**src/rtl/crossbar_2x2_scheduler.sv**
```systemverilog
// rtl/crossbar_2x2_scheduler.sv - 2x2 crossbar front end: input FIFOs, round-robin conflict arbiter, registered outputs
module crossbar_2x2_scheduler #(
    parameter int WIDTH = 4,
    parameter int CNT_W = 8
) (
    input  logic             clk,
    input  logic             rst,
    input  logic             in1_valid,
    input  logic [WIDTH-1:0] in1_data,
    input  logic             in1_dest,
    output logic             in1_ready,
    input  logic             in2_valid,
    input  logic [WIDTH-1:0] in2_data,
    input  logic             in2_dest,
    output logic             in2_ready,
    output logic             out1_valid,
    output logic [WIDTH-1:0] out1_data,
    output logic             out1_src,
    input  logic             out1_ready,
    output logic             out2_valid,
    output logic [WIDTH-1:0] out2_data,
    output logic             out2_src,
    input  logic             out2_ready,
    output logic             control,
    output logic [CNT_W-1:0] conflicts
);
    localparam int EW = WIDTH + 1;

    logic [EW-1:0]    r_mem [2][2];
    logic [1:0]       r_rd;
    logic [1:0]       r_cnt [2];
    logic [1:0]       r_ov;
    logic [WIDTH-1:0] r_od  [2];
    logic [1:0]       r_os;
    logic             r_ctrl;
    logic             r_prio;
    logic [CNT_W-1:0] r_conf;

    logic [EW-1:0]    w_in_pkt [2];
    logic [EW-1:0]    w_head   [2];
    logic [1:0]       w_in_valid, w_oready, w_hv, w_hd, w_acc, w_push, w_mv;
    logic [1:0]       w_ld, w_lsrc;
    logic             w_conf, w_res;

    assign w_in_pkt[0] = {in1_dest, in1_data};
    assign w_in_pkt[1] = {in2_dest, in2_data};
    assign w_in_valid  = {in2_valid, in1_valid};
    assign w_oready    = {out2_ready, out1_ready};

    always_comb begin
        for (int i = 0; i < 2; i++) begin
            w_head[i] = r_mem[i][r_rd[i]];
            w_hv[i]   = (r_cnt[i] != 2'd0);
            w_hd[i]   = w_head[i][WIDTH];
            w_push[i] = w_in_valid[i] & (r_cnt[i] != 2'd2);
            w_acc[i]  = ~r_ov[i] | w_oready[i];
        end
        // On a same-destination clash only the prio-selected head may move
        w_conf  = (&w_hv) & (w_hd[0] == w_hd[1]);
        w_mv[0] = w_hv[0] & w_acc[w_hd[0]] & (~w_conf | ~r_prio);
        w_mv[1] = w_hv[1] & w_acc[w_hd[1]] & (~w_conf | r_prio);
        w_res   = w_conf & w_acc[w_hd[0]];
        w_lsrc[0] = w_mv[1] & ~w_hd[1];
        w_lsrc[1] = w_mv[1] & w_hd[1];
        w_ld[0]   = (w_mv[0] & ~w_hd[0]) | w_lsrc[0];
        w_ld[1]   = (w_mv[0] & w_hd[0]) | w_lsrc[1];
    end

    always_ff @(posedge clk) begin
        for (int i = 0; i < 2; i++) begin
            if (w_push[i])
                r_mem[i][r_rd[i] ^ r_cnt[i][0]] <= w_in_pkt[i];
        end
    end

    always_ff @(posedge clk or posedge rst) begin
        if (rst) begin
            r_rd   <= '0;
            r_cnt  <= '{2'd0, 2'd0};
            r_ov   <= '0;
            r_od   <= '{'0, '0};
            r_os   <= '0;
            r_ctrl <= 1'b0;
            r_prio <= 1'b0;
            r_conf <= '0;
        end else begin
            for (int i = 0; i < 2; i++) begin
                if (w_mv[i])
                    r_rd[i] <= ~r_rd[i];
                r_cnt[i] <= r_cnt[i] + {1'b0, w_push[i]} - {1'b0, w_mv[i]};
            end
            for (int k = 0; k < 2; k++) begin
                if (w_ld[k]) begin
                    r_ov[k] <= 1'b1;
                    r_od[k] <= w_lsrc[k] ? w_head[1][WIDTH-1:0] : w_head[0][WIDTH-1:0];
                    r_os[k] <= w_lsrc[k];
                end else if (w_oready[k]) begin
                    r_ov[k] <= 1'b0;
                end
            end
            if (|w_mv)
                r_ctrl <= (w_mv[0] & w_hd[0]) | (w_mv[1] & ~w_hd[1]);
            if (w_res) begin
                r_prio <= ~r_prio;
                if (r_conf != {CNT_W{1'b1}})
                    r_conf <= r_conf + 1'b1;
            end
        end
    end

    assign in1_ready  = (r_cnt[0] != 2'd2);
    assign in2_ready  = (r_cnt[1] != 2'd2);
    assign out1_valid = r_ov[0];
    assign out1_data  = r_od[0];
    assign out1_src   = r_os[0];
    assign out2_valid = r_ov[1];
    assign out2_data  = r_od[1];
    assign out2_src   = r_os[1];
    assign control    = r_ctrl;
    assign conflicts  = r_conf;
endmodule

```
**config.mk**
```make
export PLATFORM = sky130hd
export DESIGN_NAME = crossbar_2x2_scheduler
export DESIGN_NICKNAME = d
export VERILOG_FILES = /design/src/rtl/crossbar_2x2_scheduler.sv
export SDC_FILE = /design/constraint.sdc
export NUM_CORES = 1
export LEC_CHECK = 0
export CAP_MARGIN = 20
export CORE_UTILIZATION = 32
export DETAILED_ROUTE_END_ITERATION = 6
export GPL_ROUTABILITY_DRIVEN = 0
export GPL_TIMING_DRIVEN = 0
export PLACE_DENSITY = 0.57
export SLEW_MARGIN = 20
export SYNTH_ARGS = -nofsm -noshare
export SYNTH_HDL_FRONTEND = slang
export SYNTH_SLANG_ARGS = --single-unit
export TNS_END_PERCENT = 20
```
**constraint.sdc**
```tcl
create_clock -name clk -period 2.16 [get_ports clk]
set_input_delay 0.432 -clock clk [delete_from_list [all_inputs] [get_ports clk]]
set_output_delay 0.432 -clock clk [all_outputs]
set_load 0.05 [all_outputs]
```
### Word level (Yosys, flattened, before mapping)

Memory sizes are Yosys's and may differ from the RTL's.
Index checks and enable logic that the tools add are counted.

* bits in registers: 28
* RAM bits: 20
* output and inout bits: 23
* logic and storage cells: 97
* memories kept: 1

Memory list
* r_mem: words 2, width 10, rd ports 2, clocked after Yosys merged registers in 0, wr ports 2, line 29 `logic [EW-1:0] r_mem [2][2];`

* $add $sub $neg: 5
* $lt $le $gt $ge: 8
* equal/unequal tests: 4
* muxes and demuxes: 24
* bitwise logic cells: 33
* reductions and logical operators: 9

Operators with widths (number)
* $mux W5: 8
* $mux W10: 2
* $and A1 B1 Y1: 12
* $demux W5 S1: 2
* $mux W1: 10
* $add A8 B1 Y8 const B: 1
* $ge A2 B2 Y1 const B: 4
* $mux W4: 2
* $ne A8 B8 Y1 const B: 1
* $not A1 Y1: 8
* $not A1 Y2: 4
* $reduce_bool A2 Y1: 4
* $or A1 B1 Y1: 7
* $add A2 B1 Y2: 2
* $lt A1 B2 Y1 const B: 2
* $lt A2 B1 Y1 const B: 2
* $ne A2 B2 Y1 const B: 2
* $reduce_and A2 Y1: 2
* $sub A2 B1 Y2: 2
* $logic_and A1 B1 Y1: 2
* $reduce_or A2 Y1: 1
* $xor A1 B1 Y1: 2
* $eq A1 B1 Y1: 1

### Logic depth before layout (Yosys ltp)

* word-level depth: 12
* depth in mapped cells: 10
* depth with buffers taken out: 9

### Worst setup path after synthesis

OpenSTA, ideal clock, no wires.

* kind: register to register
* start: register r_rd[1]
* end: register r_cnt[1] (netlist name)
* library setup time: 0.123 ns
* arrival: 2.060 ns
* data required time: 2.037 ns
* slack: -0.022 ns
* stages on the path, launching flop included: 11
* clock period less this slack: 2.182 ns
* path through: dfrtp_1 buf_6 mux2_4 xnor2_4 o221ai_1 inv_1 ha_1 inv_1 ha_1 xnor2_1 xnor2_1

* longest elaborated chain between the ends: 10
* elaborated cells between the ends (all ways): 13
* classes of those cells: add/sub: 1; eq/ne: 1; mux: 5; bitwise: 6

Ends and longest elaborated chain
* from (decl): line 30 `logic [1:0] r_rd;`
* from (signal, indexed assignment): line 89 `r_rd[i] <= ~r_rd[i];`
* $not A1 Y2 (not written as such) *: line 52 `w_head[i] = r_mem[i][r_rd[i]];`
* $mux W5 (not written as such) * (3 in a row): line 52
* $eq A1 B1 Y1: line 59 `w_conf = (&w_hv) & (w_hd[0] == w_hd[1]);`
* $and A1 B1 Y1: line 59
* $not A1 Y1: line 61 `w_mv[1] = w_hv[1] & w_acc[w_hd[1]] & (~w_conf | r_prio);`
* $or A1 B1 Y1: line 61
* $and A1 B1 Y1 *: line 61
* $sub A2 B1 Y2 *: line 90 `r_cnt[i] <= r_cnt[i] + {1'b0, w_push[i]} - {1'b0, w_mv[i]};`
* to (signal assigned): line 79 `r_cnt <= '{2'd0, 2'd0};`
* to (signal, indexed assignment): line 90
* to (decl): line 31 `logic [1:0] r_cnt [2];`

Mark *: on every way between the ends. The rest lies on a longest branch, timed or not. The select of a mux whose other input is x is not followed.
A chain may end at the register's enable or synchronous reset.

### Worst setup path in the final report

* start: register r_cnt[0] (netlist name)
* end: output in2_ready

* longest elaborated chain between the ends: 1

Ends and longest elaborated chain
* $ne A2 B2 Y1: line 112 `assign in2_ready = (r_cnt[1] != 2'd2);`
* to (decl): line 15 `output logic in2_ready,`

No other way between the ends.

==> flow_summary_export.csv <==
group,metric,value,unit
worst_setup_path,r2r_cells,9,
final_layout,postLayoutCellArea,0.00291,mm^2
final_layout,diodes,0,
worst_setup_path,crit_arrival,1.68,ns
route,route.vias.total,1410,
final_layout,drive_gt1_share,19.7,%
global_routing,grt_pass1_vias,1343,
final_layout,fin_cells,298,
global_routing,grt_pass1_wl,6380,um
logic_synthesis,yosysMostFrequentCell,"dfrtp_1",
timing,fin_skew,0.00615,ns
global_routing,grt_max_degree,29,
worst_setup_path,critPathCaptureType,"output port",
logic_synthesis,syn_nets,187,
floorplan,die_y,85.4,um
placed_design,place.detailed.hpwl,2970,um
floorplan,coreArea,0.00676,mm^2
worst_setup_path,critical_path.endpoint,"in2_ready",
clock_network,clk_latency,0.30,ns
placed_design,placed_cells,285,
logic_synthesis,yosysSeqAreaShare,58.5,%
clock_network,cts_tree,"built",
timing,slew_headroom,60.0,%
global_routing,antenna_found_initial,0,
route,drtPass1Iterations,4,
worst_setup_path,cp.required,1.73,ns
global_routing,grt_overflow,0,
worst_setup_path,critPathMaxFanout,4,
clock_network,clock_path_buffers,2,
clock_network,cts_buffers,5,
floorplan,start_util,32.9,%
logic_synthesis,ys.warnings.count,0,
route,wire_per_inst,13.5,um
route,remaining_drc_errors,0,
clock_network,cts_root_buf,"clkbuf_8",
floorplan,row_count,30,
worst_setup_path,r2r_setup_slack,0.07,ns
logic_synthesis,synthTopCellsByCount,"dfrtp_1, edfxtp_1, mux2i_1",
job,cap_violations,0,
final_layout,regArea,0.00130,mm^2
clock_network,cts_htree_levels,2,
placed_design,io_buffers,38,
floorplan,fp.dieW,85.4,um
clock_network,ctsHoldBuffers,0,
logic_synthesis,synth.top_cell.area_share,31.5,%
timing,slew_viol_final,0,
final_layout,fill_cells,649,
logic_synthesis,netlist_area,0.00222,mm^2
hold_path,hold_class,"reg2reg",
logic_synthesis,ys_async_sr_fraction,58.3,%
timing,finalHoldViolCount,0,
worst_setup_path,r2r_start,"r_rd[1]",
route,dr.first_iter.drc_count,58,
logic_synthesis,yosysTopAreaCell,"dfrtp_1",
final_layout,syn_to_final_growth,30.8,%
logic_synthesis,ys_seq_elements,48,
placed_design,dpl_cell_area,0.00271,mm^2
worst_setup_path,critical_path.startpoint,"r_cnt[0]",
logic_synthesis,syn_area_per_cell,13.3,um^2
route,route.detailed.vias_per_inst,4.73,
outcome,outcome,"finished, final reports clean",
clock_network,path_clk_slew,0.09,ns
final_layout,multi_input_area,906,um^2
timing,fmax,0.473,GHz
logic_synthesis,syn_inst,167,
timing,post-route-period-util,97.9,%
route,ant_nets,0,
timing,fin_crit,2.11,ns
route,drt-total-wl,4020,um
final_layout,fin_nets,237,
logic_synthesis,ys_top_cells_by_area,"dfrtp_1, edfxtp_1, mux2i_1",
timing,setup_viol,0,
clock_network,clock-sinks,48,
global_routing,grt_usage,11.3,%
logic_synthesis,synth-edff-count,20,
worst_setup_path,crit_type,"reg2out",
final_layout,fin_util,43.1,%
worst_setup_path,r2r_end,"r_cnt[1]",
logic_synthesis,yosys_most_used_dff,"dfrtp_1",
logic_synthesis,yosysUniqueCellTypes,35,
floorplan,die-area,0.00729,mm^2
floorplan,pin_count,39,
timing,worst_slew_pin_slew,0.599,ns
worst_setup_path,startpoint_type,"register",
==> metrics by stage <==
step	setup TNS [ns]	hold slack (ns)	setup WS, ns
after floorplan	0	0.454	0.0490
after detailed placement	-0.451	0.471	-0.259
final	0	0.489	0.0464
after global placement	-0.461	0.467	-0.254
after global routing	-0.0171	0.532	-0.0121
after CTS	0	0.493	0.0113
==> how the worst min path moves through the flow <==
stage / start / to / cells past startpoint
detailed placement: r_os[1] / r_os[1] / 2
global route: r_cnt[1] / r_cnt[1] / 1
global placement: r_os[0] / r_os[0] / 2
CTS: r_os[1] / r_os[1] / 2
floorplan: r_prio / r_prio / 1
finish: r_os[0] / r_os[0] / 2
==> repair_timing <==
action	4_1_cts	5_1_grt
resized for setup	2	7
buffers inserted	6	1
endpoints found under the setup margin	1	3
pin swaps	4	4
==> logic make-up (layout without fill, tap and decap cells) <==
group / count (synthesis) / after routing / synth area share, %
simple gates: 51 / 51 / 12.0
flops: 48 / 48 / 58.5
mux: 23 / 23 / 11.5
compound gates: 15 / 15 / 6.47
xor+xnor: 14 / 14 / 6.36
buf+inv: 12 / 63 / 2.87
fa+ha+maj: 4 / 4 / 2.25
==> cell type report <==
cell class | instances | area share (%)
inverters | 7 | 0.903
clock buffers | 5 | 2.37
clock inverters | 3 | 1.63
well taps | 80 | 3.44
plain buffers | 3 | 0.774
flip-flops and latches | 48 | 44.8
multi-input cells | 107 | 31.1
repair buffers | 45 | 15.0
==> critical path, stage by stage, from the launching register on <==
cell and delay [ns]:
dfrtp_1 0.40, nand2b_1 0.16, clkdlybuf4s50_1 0.82
==> registers in the layout, indices dropped and copies added, names as in the netlist <==
| signal | flops |
|---|---|
| r_mem | 20 |
| conflicts | 8 |
| out1_data | 4 |
| out2_data | 4 |
| r_cnt | 4 |
| r_os | 2 |
| r_ov | 2 |
| r_rd | 2 |
| control | 1 |
| r_prio | 1 |
==> per-layer routing <==
layer | vias up | wire (um) | track usage, %
met5 | - | 0 | 0
met4 | 0 | 51 | 3.64
met3 | 5 | 135 | 2.63
met2 | 23 | 1910 | 18.0
met1 | 682 | 1920 | 15.4
li1 | 700 | - | -
==> placed cells by master, fill, tap and decap left out, types with 2 or more instances in the layout <==
cell	count
inv_1	5
ha_1	2
nand4_1	3
clkinv_4	2
nand2b_1	6
xnor2_1	8
edfxtp_1	20
clkbuf_8	5
nand3_1	13
nor2b_1	2
dfrtp_1	27
inv_2	2
nor2_1	6
nand2_1	8
and2_1	2
clkdlybuf4s50_1	37
xor2_1	4
o221ai_1	4
and3_1	6
o211ai_2	3
mux2i_1	13
buf_4	8
mux2_2	7
Power is left out: the tool's default activity adds up to more than one toggle a clock period on the data nets, which glitch-free logic cannot reach.
